--- config.mk ---
export PLATFORM = sky130hd
export DESIGN_NAME = fetch_unit
export DESIGN_NICKNAME = d
export VERILOG_FILES = /design/src/rtl/fetch_pkg.sv /design/src/rtl/fetch_fifo.sv /design/src/rtl/fetch_unit_chk.sv /design/src/rtl/fetch_unit.sv
export SDC_FILE = /design/constraint.sdc
export NUM_CORES = 1
export LEC_CHECK = 0
export CORE_MARGIN = 3
export CORE_UTILIZATION = 40
export CTS_CLUSTER_DIAMETER = 120
export DETAILED_ROUTE_END_ITERATION = 10
export PLACE_DENSITY = 0.71
export SYNTH_ARGS = -nofsm -noshare
export SYNTH_HDL_FRONTEND = slang
export SYNTH_HIERARCHICAL = 1
export SYNTH_SLANG_ARGS = --single-unit
--- constraint.sdc ---
create_clock -name clk -period 7.5 [get_ports clk]
set_clock_uncertainty 0.1 [all_clocks]
set_input_delay 0.75 -clock clk [delete_from_list [all_inputs] [get_ports clk]]
set_output_delay 0.75 -clock clk [all_outputs]
set_load 0.01 [all_outputs]
--- src/rtl/fetch_pkg.sv ---
// fetch_pkg: shared constants and types for the instruction-fetch stage.
//   ADDR_W_DEF / DATA_W_DEF : default PC and instruction widths
//   INSTR_BYTES             : PC increment per sequential fetch
//   fetch_entry_t           : {pc, instr} pair as seen by decode
package fetch_pkg;

    localparam int          ADDR_W_DEF  = 32;
    localparam int          DATA_W_DEF  = 32;
    localparam logic [31:0] INSTR_BYTES = 32'd4;

    typedef struct packed {
        logic [ADDR_W_DEF-1:0] pc;
        logic [DATA_W_DEF-1:0] instr;
    } fetch_entry_t;

endpackage

--- src/rtl/fetch_fifo.sv ---
// fetch_fifo: small power-of-two FIFO with synchronous flush.
// Ports:
//   clk, reset      : clock, synchronous active-low reset
//   flush           : drop all contents (wins over push/pop)
//   push, push_data : write one entry
//   pop             : remove the head entry
//   head_data       : current head entry (valid when count != 0)
//   count           : number of stored entries, 0..DEPTH
module fetch_fifo #(
    parameter int DEPTH = 2,
    parameter int W     = 64
) (
    input  logic                   clk,
    input  logic                   reset,
    input  logic                   flush,
    input  logic                   push,
    input  logic [W-1:0]           push_data,
    input  logic                   pop,
    output logic [W-1:0]           head_data,
    output logic [$clog2(DEPTH):0] count
);

    localparam int            PW      = $clog2(DEPTH);
    localparam logic [PW-1:0] PTR_ONE = PW'(1);
    localparam logic [PW:0]   CNT_ONE = (PW+1)'(1);
    localparam logic [PW:0]   FULL_C  = (PW+1)'(DEPTH);

    logic [W-1:0]  mem_r [DEPTH];
    logic [PW-1:0] wr_ptr_r;
    logic [PW-1:0] rd_ptr_r;
    logic [PW:0]   count_r;
    logic          do_push_s;
    logic          do_pop_s;

    // Qualify push/pop: flush overrides both, a full FIFO only takes a push alongside a pop.
    always_comb begin
        do_push_s = 1'b0;
        do_pop_s  = 1'b0;
        if (flush) begin
            do_push_s = 1'b0;
            do_pop_s  = 1'b0;
        end else begin
            do_pop_s  = pop && (count_r != {(PW+1){1'b0}});
            do_push_s = push && ((count_r != FULL_C) || do_pop_s);
        end
    end

    // Pointer and occupancy state.
    always_ff @(posedge clk) begin
        if (!reset) begin
            wr_ptr_r <= {PW{1'b0}};
            rd_ptr_r <= {PW{1'b0}};
            count_r  <= {(PW+1){1'b0}};
        end else if (flush) begin
            wr_ptr_r <= {PW{1'b0}};
            rd_ptr_r <= {PW{1'b0}};
            count_r  <= {(PW+1){1'b0}};
        end else begin
            if (do_push_s) wr_ptr_r <= wr_ptr_r + PTR_ONE;
            if (do_pop_s)  rd_ptr_r <= rd_ptr_r + PTR_ONE;
            case ({do_push_s, do_pop_s})
                2'b10:   count_r <= count_r + CNT_ONE;
                2'b01:   count_r <= count_r - CNT_ONE;
                default: count_r <= count_r;
            endcase
        end
    end

    // Entry storage; contents need no reset because count gates visibility.
    always_ff @(posedge clk) begin
        if (do_push_s) mem_r[wr_ptr_r] <= push_data;
    end

    assign head_data = mem_r[rd_ptr_r];
    assign count     = count_r;

endmodule

--- src/rtl/fetch_unit_chk.sv ---
// fetch_unit_chk: simulation-only protocol checks for fetch_unit.
// Ports:
//   clk, reset : clock, synchronous active-low reset
//   rsp_valid  : memory response strobe
//   inflight   : outstanding request count
//   drop       : responses still to be discarded after a redirect
//   tag_count  : occupancy of the PC-tag queue
module fetch_unit_chk #(
    parameter int CW = 2
) (
    input logic          clk,
    input logic          reset,
    input logic          rsp_valid,
    input logic [CW-1:0] inflight,
    input logic [CW-1:0] drop,
    input logic [CW-1:0] tag_count
);

    // Memory must never answer a request that was never issued.
    rsp_needs_inflight: assert property (@(posedge clk) disable iff (!reset)
        rsp_valid |-> (inflight != {CW{1'b0}}));

    // Every live (non-dropped) outstanding request owns exactly one tag.
    tag_tracks_live: assert property (@(posedge clk) disable iff (!reset)
        tag_count == (inflight - drop));

endmodule

--- src/rtl/fetch_unit.sv ---
// fetch_unit: instruction-fetch stage between the PC register and decode.
// Issues imem requests for the current pc under a credit scheme, tags each
// request with its pc, buffers in-order responses and hands them to decode
// over valid/ready. pcNext feeds the enable-less PC register: redirect target,
// pc+4 on an accepted request, otherwise hold.
// Ports:
//   clk, reset              : clock, synchronous active-low reset
//   pc / pcNext             : current and next PC
//   imem_req_*              : request channel (addr = pc)
//   imem_rsp_*              : in-order response channel
//   if_valid/if_instr/if_pc : decode output, id_ready accepts
//   redirect_valid/_pc      : single-cycle flush and new target
// Optional: FETCH_ALIGN_CHECK_EN adds sticky output fetch_fault and blocks
// fetching from a pc whose low two bits are non-zero.
module fetch_unit
    import fetch_pkg::*;
#(
    parameter int                ADDR_W   = ADDR_W_DEF,
    parameter int                DATA_W   = DATA_W_DEF,
    parameter int                DEPTH    = 2,
    parameter logic [ADDR_W-1:0] RESET_PC = {ADDR_W{1'b0}}
) (
    input  logic              clk,
    input  logic              reset,
    input  logic [ADDR_W-1:0] pc,
    output logic [ADDR_W-1:0] pcNext,
    output logic              imem_req_valid,
    output logic [ADDR_W-1:0] imem_req_addr,
    input  logic              imem_req_ready,
    input  logic              imem_rsp_valid,
    input  logic [DATA_W-1:0] imem_rsp_data,
    output logic              if_valid,
    output logic [DATA_W-1:0] if_instr,
    output logic [ADDR_W-1:0] if_pc,
    input  logic              id_ready,
    input  logic              redirect_valid,
    input  logic [ADDR_W-1:0] redirect_pc
`ifdef FETCH_ALIGN_CHECK_EN
    ,
    output logic              fetch_fault
`endif
);

    localparam int            CW      = $clog2(DEPTH) + 1;
    localparam logic [CW:0]   DEPTH_C = (CW+1)'(DEPTH);
    localparam logic [CW-1:0] CNT_ONE = CW'(1);

    logic [CW-1:0]             inflight_r;
    logic [CW-1:0]             drop_r;
    logic [CW-1:0]             inflight_nxt_s;
    logic [CW-1:0]             drop_nxt_s;
    logic [CW-1:0]             tag_count_s;
    logic [CW-1:0]             buf_count_s;
    logic [ADDR_W-1:0]         tag_head_s;
    logic [ADDR_W+DATA_W-1:0]  buf_head_s;
    logic                      misalign_s;
    logic                      credit_ok_s;
    logic                      req_valid_s;
    logic                      accept_s;
    logic                      rsp_keep_s;
    logic                      rsp_drop_s;
    logic                      if_valid_s;
    logic                      pop_s;

`ifdef FETCH_ALIGN_CHECK_EN
    logic fault_r;
    assign misalign_s = (pc[1:0] != 2'b00);

    // Sticky misalignment flag, cleared by reset or a redirect.
    always_ff @(posedge clk) begin
        if (!reset) begin
            fault_r <= 1'b0;
        end else if (redirect_valid) begin
            fault_r <= 1'b0;
        end else if (misalign_s) begin
            fault_r <= 1'b1;
        end
    end

    assign fetch_fault = fault_r;
`else
    assign misalign_s = 1'b0;
`endif

    // Request credit, handshake and response classification. Credit uses only
    // registered counts, so id_ready never reaches imem_req_valid.
    always_comb begin
        credit_ok_s = (({1'b0, inflight_r} + {1'b0, buf_count_s}) < DEPTH_C);
        req_valid_s = reset && !redirect_valid && credit_ok_s && !misalign_s;
        accept_s    = req_valid_s && imem_req_ready;
        rsp_drop_s  = imem_rsp_valid && (drop_r != {CW{1'b0}});
        rsp_keep_s  = imem_rsp_valid && (drop_r == {CW{1'b0}});
        if_valid_s  = reset && (buf_count_s != {CW{1'b0}});
        pop_s       = if_valid_s && id_ready && !redirect_valid;
    end

    // Next PC for the PC register: reset value, redirect, advance or hold.
    always_comb begin
        pcNext = pc;
        if (!reset) begin
            pcNext = RESET_PC;
        end else if (redirect_valid) begin
            pcNext = redirect_pc;
        end else if (accept_s) begin
            pcNext = pc + ADDR_W'(INSTR_BYTES);
        end else begin
            pcNext = pc;
        end
    end

    // Outstanding/drop bookkeeping. A redirect marks everything still in
    // flight after this cycle as stale, which also covers back-to-back
    // redirects where a dropped response lands in the redirect cycle.
    always_comb begin
        inflight_nxt_s = inflight_r;
        case ({accept_s, imem_rsp_valid})
            2'b10:   inflight_nxt_s = inflight_r + CNT_ONE;
            2'b01:   inflight_nxt_s = inflight_r - CNT_ONE;
            default: inflight_nxt_s = inflight_r;
        endcase
        drop_nxt_s = drop_r;
        if (redirect_valid) begin
            drop_nxt_s = inflight_nxt_s;
        end else if (rsp_drop_s) begin
            drop_nxt_s = drop_r - CNT_ONE;
        end else begin
            drop_nxt_s = drop_r;
        end
    end

    // Counter registers.
    always_ff @(posedge clk) begin
        if (!reset) begin
            inflight_r <= {CW{1'b0}};
            drop_r     <= {CW{1'b0}};
        end else begin
            inflight_r <= inflight_nxt_s;
            drop_r     <= drop_nxt_s;
        end
    end

    fetch_fifo #(
        .DEPTH (DEPTH),
        .W     (ADDR_W)
    ) u_tag_q (
        .clk       (clk),
        .reset     (reset),
        .flush     (redirect_valid),
        .push      (accept_s),
        .push_data (pc),
        .pop       (rsp_keep_s),
        .head_data (tag_head_s),
        .count     (tag_count_s)
    );

    fetch_fifo #(
        .DEPTH (DEPTH),
        .W     (ADDR_W + DATA_W)
    ) u_ibuf (
        .clk       (clk),
        .reset     (reset),
        .flush     (redirect_valid),
        .push      (rsp_keep_s),
        .push_data ({tag_head_s, imem_rsp_data}),
        .pop       (pop_s),
        .head_data (buf_head_s),
        .count     (buf_count_s)
    );

    fetch_unit_chk #(
        .CW (CW)
    ) u_chk (
        .clk       (clk),
        .reset     (reset),
        .rsp_valid (imem_rsp_valid),
        .inflight  (inflight_r),
        .drop      (drop_r),
        .tag_count (tag_count_s)
    );

    assign imem_req_valid = req_valid_s;
    assign imem_req_addr  = pc;
    assign if_valid       = if_valid_s;
    assign if_pc          = buf_head_s[ADDR_W+DATA_W-1:DATA_W];
    assign if_instr       = buf_head_s[DATA_W-1:0];

endmodule

=== Yosys cells after proc, flatten, opt, wreduce, memory -nomap -nowiden ===
Memories as Yosys holds them, arrays and structs flattened. A register that Yosys moved wholly into a read port is not among the register bits.
Index checks and enable logic that the tools add are counted.

* Register bits after elaboration: 12
* RAM bits: 192
* Input port bits: 102
* Output and inout port bits: 130
* Logic and storage cells: 76
* Memories: 2

* Add/sub/neg operators: 13
* $lt $le $gt $ge: 1
* Equality and inequality tests: 8
* Mux-type cells: 20
* Bitwise operators: 1
* Reduce and logical (&&, ||, !) cells: 23

{| class="wikitable"
|+ Memory list
! name !! words !! width !! rd ports !! clocked after Yosys merged registers in !! wr ports !! line !! RTL
|-
| u_ibuf.mem_r || 2 || 64 || 1 || 1 || 1 || fetch_fifo.sv:28 || <nowiki>logic [W-1:0] mem_r [DEPTH];</nowiki>
|-
| u_tag_q.mem_r || 2 || 32 || 1 || 1 || 1 || fetch_fifo.sv:28 ||
|}

{| class="wikitable"
|+ Operator list
! cell !! count
|-
| two-way mux 32 bit || 3
|-
| adder 32 x 3 -> 32 bit (second input constant) || 1
|-
| logical AND 1 bit || 12
|-
| two-way mux 1 bit || 12
|-
| case mux 2 bit (2 select lines) || 3
|-
| nonzero test 2 bit || 6
|-
| subtractor 2 x 1 -> 2 bit (second input constant) || 4
|-
| adder 2 x 1 -> 2 bit (second input constant) || 3
|-
| equality test 2 x 1 -> 1 bit (second input constant) || 3
|-
| equality test 2 bit (second input constant) || 3
|-
| adder 1 bit (second input constant) || 4
|-
| two-way mux 2 bit || 2
|-
| != test 2 bit (second input constant) || 2
|-
| adder 2 x 2 -> 3 bit || 1
|-
| less-than comparator 3 x 2 -> 1 bit (second input constant) || 1
|-
| zero test 2 bit || 1
|-
| logical OR 1 bit || 2
|-
| OR reduction 2 bit || 1
|-
| zero test 1 bit || 1
|-
| inverter 1 bit || 1
|}

=== Depth between registers and ports, before layout ===
Gate-level depths: netlist of run 1.

* Depth in word-level cells: 10
* Gate-level depth with buffers: 13
* Mapped depth without buffers: 12

=== By module ===
The synthesis of run 1 kept the hierarchy.

{| class="wikitable"
|+ By module, submodules not included
! module !! instances !! cells each !! area each (µm²) !! seq. area each (µm²)
|-
| fetch_fifo at u_ibuf || 1 || 226 || 4,843.4 || 3,943.8
|-
| fetch_fifo at u_tag_q || 1 || 127 || 2,537.4 || 2,021.9
|-
| fetch_unit || 1 || 273 || 1,780.5 || 80.1
|}

=== Worst setup path before layout of run 1 ===
No wires, ideal clock.

* Path kind: in2reg
* Start point: input port redirect_valid
* End point: memory u_ibuf.mem_r[1][0], enable pin
* Library setup time: 486 ps
* Arrival time: 4,094 ps
* Data required time: 6,914 ps
* Slack: 2,820 ps
* Stages on the path: 6
* Buffers on the path: 0
* Path through: clkinv_1 > nand2_1 > nor2_1 > nor3b_1 > or2_2 > nor2_1

* Longest elaborated chain between the ends: 8

{| class="wikitable"
|+ Ends and longest elaborated chain
! element !! line !! RTL
|-
| start, declared || fetch_unit.sv:36 || <nowiki>input logic redirect_valid,</nowiki>
|-
| zero test 1 bit || fetch_unit.sv:94 || <nowiki>pop_s = if_valid_s && id_ready && !redirect_valid;</nowiki>
|-
| logical AND 1 bit || fetch_unit.sv:94 ||
|-
| net pop_s || fetch_unit.sv:63 || <nowiki>logic pop_s;</nowiki>
|-
| logical AND 1 bit || fetch_fifo.sv:43 || <nowiki>do_pop_s = pop && (count_r != {(PW+1){1'b0}});</nowiki>
|-
| logical OR 1 bit || fetch_fifo.sv:44 || <nowiki>do_push_s = push && ((count_r != FULL_C) || do_pop_s);</nowiki>
|-
| logical AND 1 bit || fetch_fifo.sv:44 ||
|-
| two-way mux 1 bit || fetch_fifo.sv:39 || <nowiki>if (flush) begin</nowiki>
|-
| two-way mux 1 bit || fetch_fifo.sv:71 || <nowiki>if (do_push_s) mem_r[wr_ptr_r] <= push_data;</nowiki>
|-
| two-way mux 1 bit (implied by the code) || fetch_fifo.sv:71 ||
|-
| end, declared || fetch_fifo.sv:28 ||
|}

The timed path passes the listed nets, and every way through them passes these cells.

=== Worst setup path after layout of run 1 ===
* Start point: register u_ibuf.count_r[0] (netlist: u_ibuf/count[0])
* End point: output port pcNext[23]

* Longest elaborated chain between the ends: 7

{| class="wikitable"
|+ Ends and longest elaborated chain
! element !! line !! RTL
|-
| start, declared || fetch_fifo.sv:31 || <nowiki>logic [PW:0] count_r;</nowiki>
|-
| start signal, assigned || fetch_fifo.sv:53 || <nowiki>count_r <= {(PW+1){1'b0}};</nowiki>
|-
| start signal, assigned || fetch_fifo.sv:57 || <nowiki>count_r <= {(PW+1){1'b0}};</nowiki>
|-
| start signal, assigned || fetch_fifo.sv:62 || <nowiki>2'b10: count_r <= count_r + CNT_ONE;</nowiki>
|-
| adder 2 x 2 -> 3 bit || fetch_unit.sv:88 || <nowiki>credit_ok_s = (({1'b0, inflight_r} + {1'b0, buf_count_s}) < DEPTH_C);</nowiki>
|-
| less-than comparator 3 x 2 -> 1 bit || fetch_unit.sv:88 ||
|-
| logical AND 1 bit || fetch_unit.sv:89 || <nowiki>req_valid_s = reset && !redirect_valid && credit_ok_s && !misalign_s;</nowiki>
|-
| logical AND 1 bit || fetch_unit.sv:90 || <nowiki>accept_s = req_valid_s && imem_req_ready;</nowiki>
|-
| two-way mux 32 bit || fetch_unit.sv:104 || <nowiki>end else if (accept_s) begin</nowiki>
|-
| two-way mux 32 bit || fetch_unit.sv:102 || <nowiki>end else if (redirect_valid) begin</nowiki>
|-
| two-way mux 32 bit || fetch_unit.sv:100 || <nowiki>if (!reset) begin</nowiki>
|-
| end, declared || fetch_unit.sv:26 || <nowiki>output logic [ADDR_W-1:0] pcNext,</nowiki>
|}

No other way between the ends.

==> results of run 1 <==
power by group:
part	switching (W)	internal, W
Clock	0.000416	0.000618
Combinational	0.000136	0.000158
Sequential	0.00000916	0.00129
cell usage after synthesis, drive strengths merged (2+ instances only):
master	instances
or2	4
and4	8
nand2b	7
and3	5
nand4	14
nor4	6
nand3	19
xnor2	7
nor2b	2
nand2	16
a31oi	13
a211oi	4
and2	6
dfxtp	14
clkbuf	16
o31a	4
o31ai	9
xor2	10
ha	5
o211ai	2
or4	10
buf	47
a311oi	3
edfxtp	192
nor3	7
nor3b	3
mux2	96
inv	12
mux2i	2
a21oi	9
o21ai	29
a31o	2
or3	7
nor2	27
per-layer routing:
layer / vias up / GRT usage (%)
met1: 2879 / 20.58
met4: 0 / 4.421
met5: - / 0
li1: 2794 / -
met2: 195 / 30.56
met3: 34 / 3.437
worst max-delay path, stage by stage (launching register included):
cell	delay [ps]
dfxtp_1	460
and2_1	180
fa_1	410
or4b_4	570
inv_2	200
nand4_4	370
or4_1	630
a31oi_1	190
clkdlybuf4s50_1	560
per-stage QoR:
stage / setup WS (ps) / instance area (sq um) / total power [W] / hold slack (ps)
6_report: 2566 / 12190 / 0.002630 / 398.1
5_1_grt: 2366 / 12190 / 0.002730 / 427.4
3_5_place_dp: 2583 / 11490 / 0.001622 / 388.3
2_1_floorplan: 2820 / 9161 / 0.001453 / 362.7
3_3_place_gp: 2640 / 11490 / 0.001618 / 372.4
4_1_cts: 2527 / 12190 / 0.002665 / 397.1
flip-flops by register name, indices dropped and copies added (netlist names), named ones only:
register	cells
drop_r	2
inflight_r	2
u_ibuf/count	2
u_ibuf/mem_r	128
u_ibuf/rd_ptr_r	1
u_ibuf/wr_ptr_r	1
u_tag_q/count	2
u_tag_q/mem_r	64
u_tag_q/rd_ptr_r	1
u_tag_q/wr_ptr_r	1
cells by family (layout without fill, tap and decap cells):
group	after synthesis	count (layout)	share of synthesized area (%)
DFF	206	206	65.99
and+or+nand+nor	143	143	9.000
muxes	98	98	12.02
AOI/OAI and AO/OA	80	80	5.572
buffers and inverters	76	291	4.889
xor gates and xnor gates	17	17	1.625
adders and majority gates	6	6	0.9014
layout make-up:
type,count,area (sq um)
sequential,206,6051
clock buffer,32,629.4
inverter,13,48.80
multi-input combinational,344,2683
tap,280,350.3
fill,1837,9971
timing repair buffer,237,2357
clock inverter,9,71.32
path summary, 6_finish.rpt:
check	slack [ps]	start	cells past startpoint	to
max	2570	u_ibuf/count[0]	8	pcNext[23]
min	400	u_tag_q/wr_ptr_r	2	u_tag_q/wr_ptr_r
max reg2reg	3590	u_ibuf/count[0]	10	u_tag_q/mem_r[0][9]
min reg2reg	400	u_tag_q/wr_ptr_r	2	u_tag_q/wr_ptr_r
==> run summary, run 1 <==
CP Launch Type: flip-flop
Grt total ovfl: 0
Tcrit/Tclk final: 65.79%
Vias: 5,902
Vias/cell: 5.265
Average wire per standard cell: 19.35 um
Crit path DAT: 4080 ps
Commonest non-fill, non-tap cell in the layout: clkdlybuf4s50_1
Fin. Hold Viols: 0
First-pass DRT Iterations: 5
GPL Wtd Cong: 0.8047
Ys flop type: edfxtp_1
Req. time, crit path: 6650 ps
CTS tree: yes
Clock Path Buffers: 3
Clock-pin slew on the worst setup and hold paths: 60 ps
# nets final: 933
Unrepaired setup endpoints after global routing: false
Syn Nets: 734
Synth cell types: 49
Die H: 157.3 um
Post-Syn Instances: 626
Die Footprint: 24,760 sq um
Post-synth top area share: 62.93%
Most frequent cells in the layout: 231 x clkdlybuf4s50_1, 192 x edfxtp_1, 94 x mux2_2, 29 x o21ai_0, 25 x nor2_1
Cts hold-fix bufs: 0
Minimum clock period: 4934 ps
Area Growth Syn to Fin: 33.06%
Core Area: 22,160 sq um
Max-slew violations: 0
Area of the mapped netlist: 9161 sq um
Final core utilization: 55.01%
Vias in the first global route: 5,980
Fin cells: 1,121
Root Buffer: clkbuf_16
Number of diodes: 0
Met1 WL: 8776 um
Avg Inst Size Synth: 14.63 sq um
Worst IR drop on VDD: 0.0001387 V
Die Wd: 157.3 um
MaxCap Viol Count: 0
Post-route DRC: 0
#FFs+latches synth: 206
Largest net degree at the start of global routing: 65
Setup Viol. Count Final: 0
Port bufs: 231
Hold WC Path Type: reg -> reg
Slew headroom: 25.60%
Final wirelength: 21,700 um
Yosys warns: 6
Initial Utilization: 41.34%
Crit Path Class: reg -> out
IO Count: 232
Metal2 WL: 11,100 um
Cell Pwr Density: 215.7 nW/um^2
Yosys top cell by area: edfxtp_1
Share of post-route cells with drive strength above 1: 17.24%
Worst Path Max Fanout: 26
CP Capture Type: output port
Slew @ Worst Pin: 1113 ps
DR iter-0 viols: 318
First-pass GRT wire length: 32,740 um
HPWL Detailed: 14,380 um
Pleak: 3.959 nW
Met3 wire len: 1375 um
Site Rows: 54
CTS HTree Levels: 1
Outcome: finished clean
Count of flip-flops with a built-in enable after synthesis: 192
Fmax: 0.2027 GHz
Setup TNS Final: 0 ps
CTS sink cnt: 206
CTS Buf Count: 23
Uppermost layer routed: met4
DP Cell Count: 1,080
Post-CTS Setup Inserts: 0
Worst-Skew Late Latency: 500 ps
Initial antenna violation count: 0
Total track usage: 16.88%
Synth top area cells: edfxtp_1 63%, mux2_2 12%, buf_4 3.4%
CTS resizes: 0
Final ANT Viol Nets: 0
Asr flop ratio synth: 0%
Sequential share of the synthesized area: 65.99%
(Power assumes the default switching activity.)
==> run 2: changes to the inputs <==
--- a/config.mk
+++ b/config.mk
@@ -9,7 +9,7 @@
 export CORE_UTILIZATION = 40
 export CTS_CLUSTER_DIAMETER = 120
 export DETAILED_ROUTE_END_ITERATION = 10
-export PLACE_DENSITY = 0.71
+export PLACE_DENSITY = 0.74
 export SYNTH_ARGS = -nofsm -noshare
 export SYNTH_HDL_FRONTEND = slang
 export SYNTH_HIERARCHICAL = 1
==> constraint.sdc (replaced) <==
create_clock -name clk -period 4.2 [get_ports clk]
set_clock_uncertainty 0.1 [all_clocks]
set_input_delay 0.42 -clock clk [delete_from_list [all_inputs] [get_ports clk]]
set_output_delay 0.42 -clock clk [all_outputs]
set_load 0.01 [all_outputs]
==> run 2 against run 1 <==
Net effect:
- cell area increased by 2.5%
- first-iteration DRC count increased by 13%
- critical path depth increased by 2
- clock-buffer cell count decreased by 3
- setup slack got worse by 2400 ps
- wire length increased by 11%
- sequential power increased by 78%
- utilization increased by 1.4 points
- combinational power increased by 87%
- register-to-register slack got worse by 2900 ps
- critical endpoint is now pcNext[30]
==> run summary, run 2 (same netlist as run 1, synthesis figures left out) <==
Outcome: finished clean
Pwr Total: 0.004696 W
CTS sink cnt: 206
Hold Slack: 397.1 ps
Critical-path top delay cell: or4b_4
# nets final: 962
Tcrit/Tclk final: 96.62%
Max reg flops: 128
HPWL Detailed: 15,890 um
Most frequent cells in the layout: 209 x clkdlybuf4s50_1, 192 x edfxtp_1, 94 x mux2_2, 30 x buf_4, 29 x o21ai_0
Final wirelength: 23,990 um
Die Wd: 157.3 um
MaxCap Viol Count: 0
Max-slew violations: 0
Number of diodes: 0
Logic pwr share: 11.7%
Worst Path Max Fanout: 10
Area Growth Syn to Fin: 36.44%
Hold WC Path Type: reg -> reg
Fill cells: 1,803
Vias: 6,160
Post-route DRC: 0
Die Footprint: 24,760 sq um
Share of post-route cells with drive strength above 1: 21.01%
Switching Fraction: 21.86%
Core Area: 22,160 sq um
Placed cell areas: 11,700 sq um
Total track usage: 18.81%
CP Capture Type: output port
Vias in the first global route: 6,274
Pleak: 4.294 nW
Cts hold-fix bufs: 0
IO Count: 232
Die H: 157.3 um
Crit-path max cell delay: 580 ps
DR iter-0 viols: 358
Design area: 12,500 sq um
CTS tree: yes
Root Buffer: clkbuf_16
Top Registers: u_ibuf/mem_r x128, u_tag_q/mem_r x64
Req. time, crit path: 3680 ps
Worst IR drop on VDD: 0.0002058 V
Slew headroom: 36.41%
CTS Buf Count: 23
CTS HTree Levels: 1
Unrepaired setup endpoints after global routing: false
Largest net degree at the start of global routing: 65
CP Launch Type: flip-flop
Average wire per standard cell: 20.84 um
Fin cells: 1,151
Final ANT Viol Nets: 0
Initial Utilization: 41.34%
GPL Wtd Cong: 0.8242
Port bufs: 231
Slew @ Worst Pin: 953.8 ps
Fin. Hold Viols: 0
Cell Int Power: 0.003670 W
Minimum clock period: 4058 ps
Clock-pin slew on the worst setup and hold paths: 60 ps
Switching power total: 0.001027 W
Worst path cell trace: and2_1, fa_1, or4b_4, inv_2, nand4_4, buf_4, bufbuf_16, o311ai_0, nand3_1, dlygate4sd2_1
Reg power frac: 49.5%
Cell Pwr Density: 375.7 nW/um^2
Fmax: 0.2464 GHz
Clock Path Buffers: 3
Crit path DAT: 3540 ps
Vias/cell: 5.352
Final core utilization: 56.40%
Initial antenna violation count: 0
Crit Path Class: reg -> out
Worst-Skew Late Latency: 500 ps
Commonest non-fill, non-tap cell in the layout: clkdlybuf4s50_1
DP Cell Count: 1,103
Grt total ovfl: 0
First-pass GRT wire length: 35,780 um
Register with the most flip-flops: u_ibuf/mem_r
First-pass DRT Iterations: 4
Site Rows: 54
Setup Viol. Count Final: 0
Clock power share: 38.8%
[run 2: worst paths after layout]
check / startpoint / endpoint / slack, ps / cells after the start
worst min-delay path: u_tag_q/wr_ptr_r / u_tag_q/wr_ptr_r / 400 / 2
worst max-delay path: u_ibuf/count[0] / pcNext[30] / 140 / 10
worst max register to register: u_ibuf/count[0] / u_tag_q/count[1] / 650 / 12
worst min register to register: u_tag_q/wr_ptr_r / u_tag_q/wr_ptr_r / 400 / 2
[run 2: stage by stage]
stage	worst slack (ps)	TNS, ps
final	141.8	0
after global routing	11.27	0
after CTS	-88.54	-88.54
after detailed placement	302.4	0
after global placement	356.5	0
after floorplan	513.2	0
[run 2: final cells by class]
cell class | count | area, sq um | share of cell area, %
tap | 280 | 350.3 | 2.803
inverter | 13 | 50.05 | 0.4004
clock buffer | 29 | 598.1 | 4.785
timing repair buffer | 266 | 2658 | 21.26
sequential | 206 | 6055 | 48.44
multi-input combinational | 344 | 2695 | 21.56
clock inverter | 13 | 93.84 | 0.7508
[run 2: power groups by stage]
stage	clock (W)	sequential [W]	combinational, W
6_report	0.00182	0.00232	0.000550
5_1_grt	0.00195	0.00233	0.000590
4_1_cts	0.00188	0.00232	0.000557
3_5_place_dp	0	0.00237	0.000557
3_3_place_gp	0	0.00236	0.000551
2_1_floorplan	0	0.00237	0.000228
[run 2: what timing repair did]
action                     in CTS  in global routing
setup buffers                   3                  1
gates cloned                    2                  0
gates resized for setup        16                 17
setup endpoints to repair      17                  9
[run 2: routing by layer]
layer	GRT usage [%]	vias up	wire length [um]
met2	31.93	256	11550
met3	4.454	25	1997
li1	-	2855	-
met5	0	-	0
met4	4.835	0	391
met1	24.41	3024	10050
[run 2: worst max-delay path: cells and delay by family (launching register included)]
kind / cells / cell delay [ps]
flip-flops: 1 / 360
adder cells (fa/ha/maj): 1 / 440
AO/OA/AOI/OAI: 1 / 340
buffers and inverters: 4 / 880
AND/OR/NAND/NOR: 4 / 1020
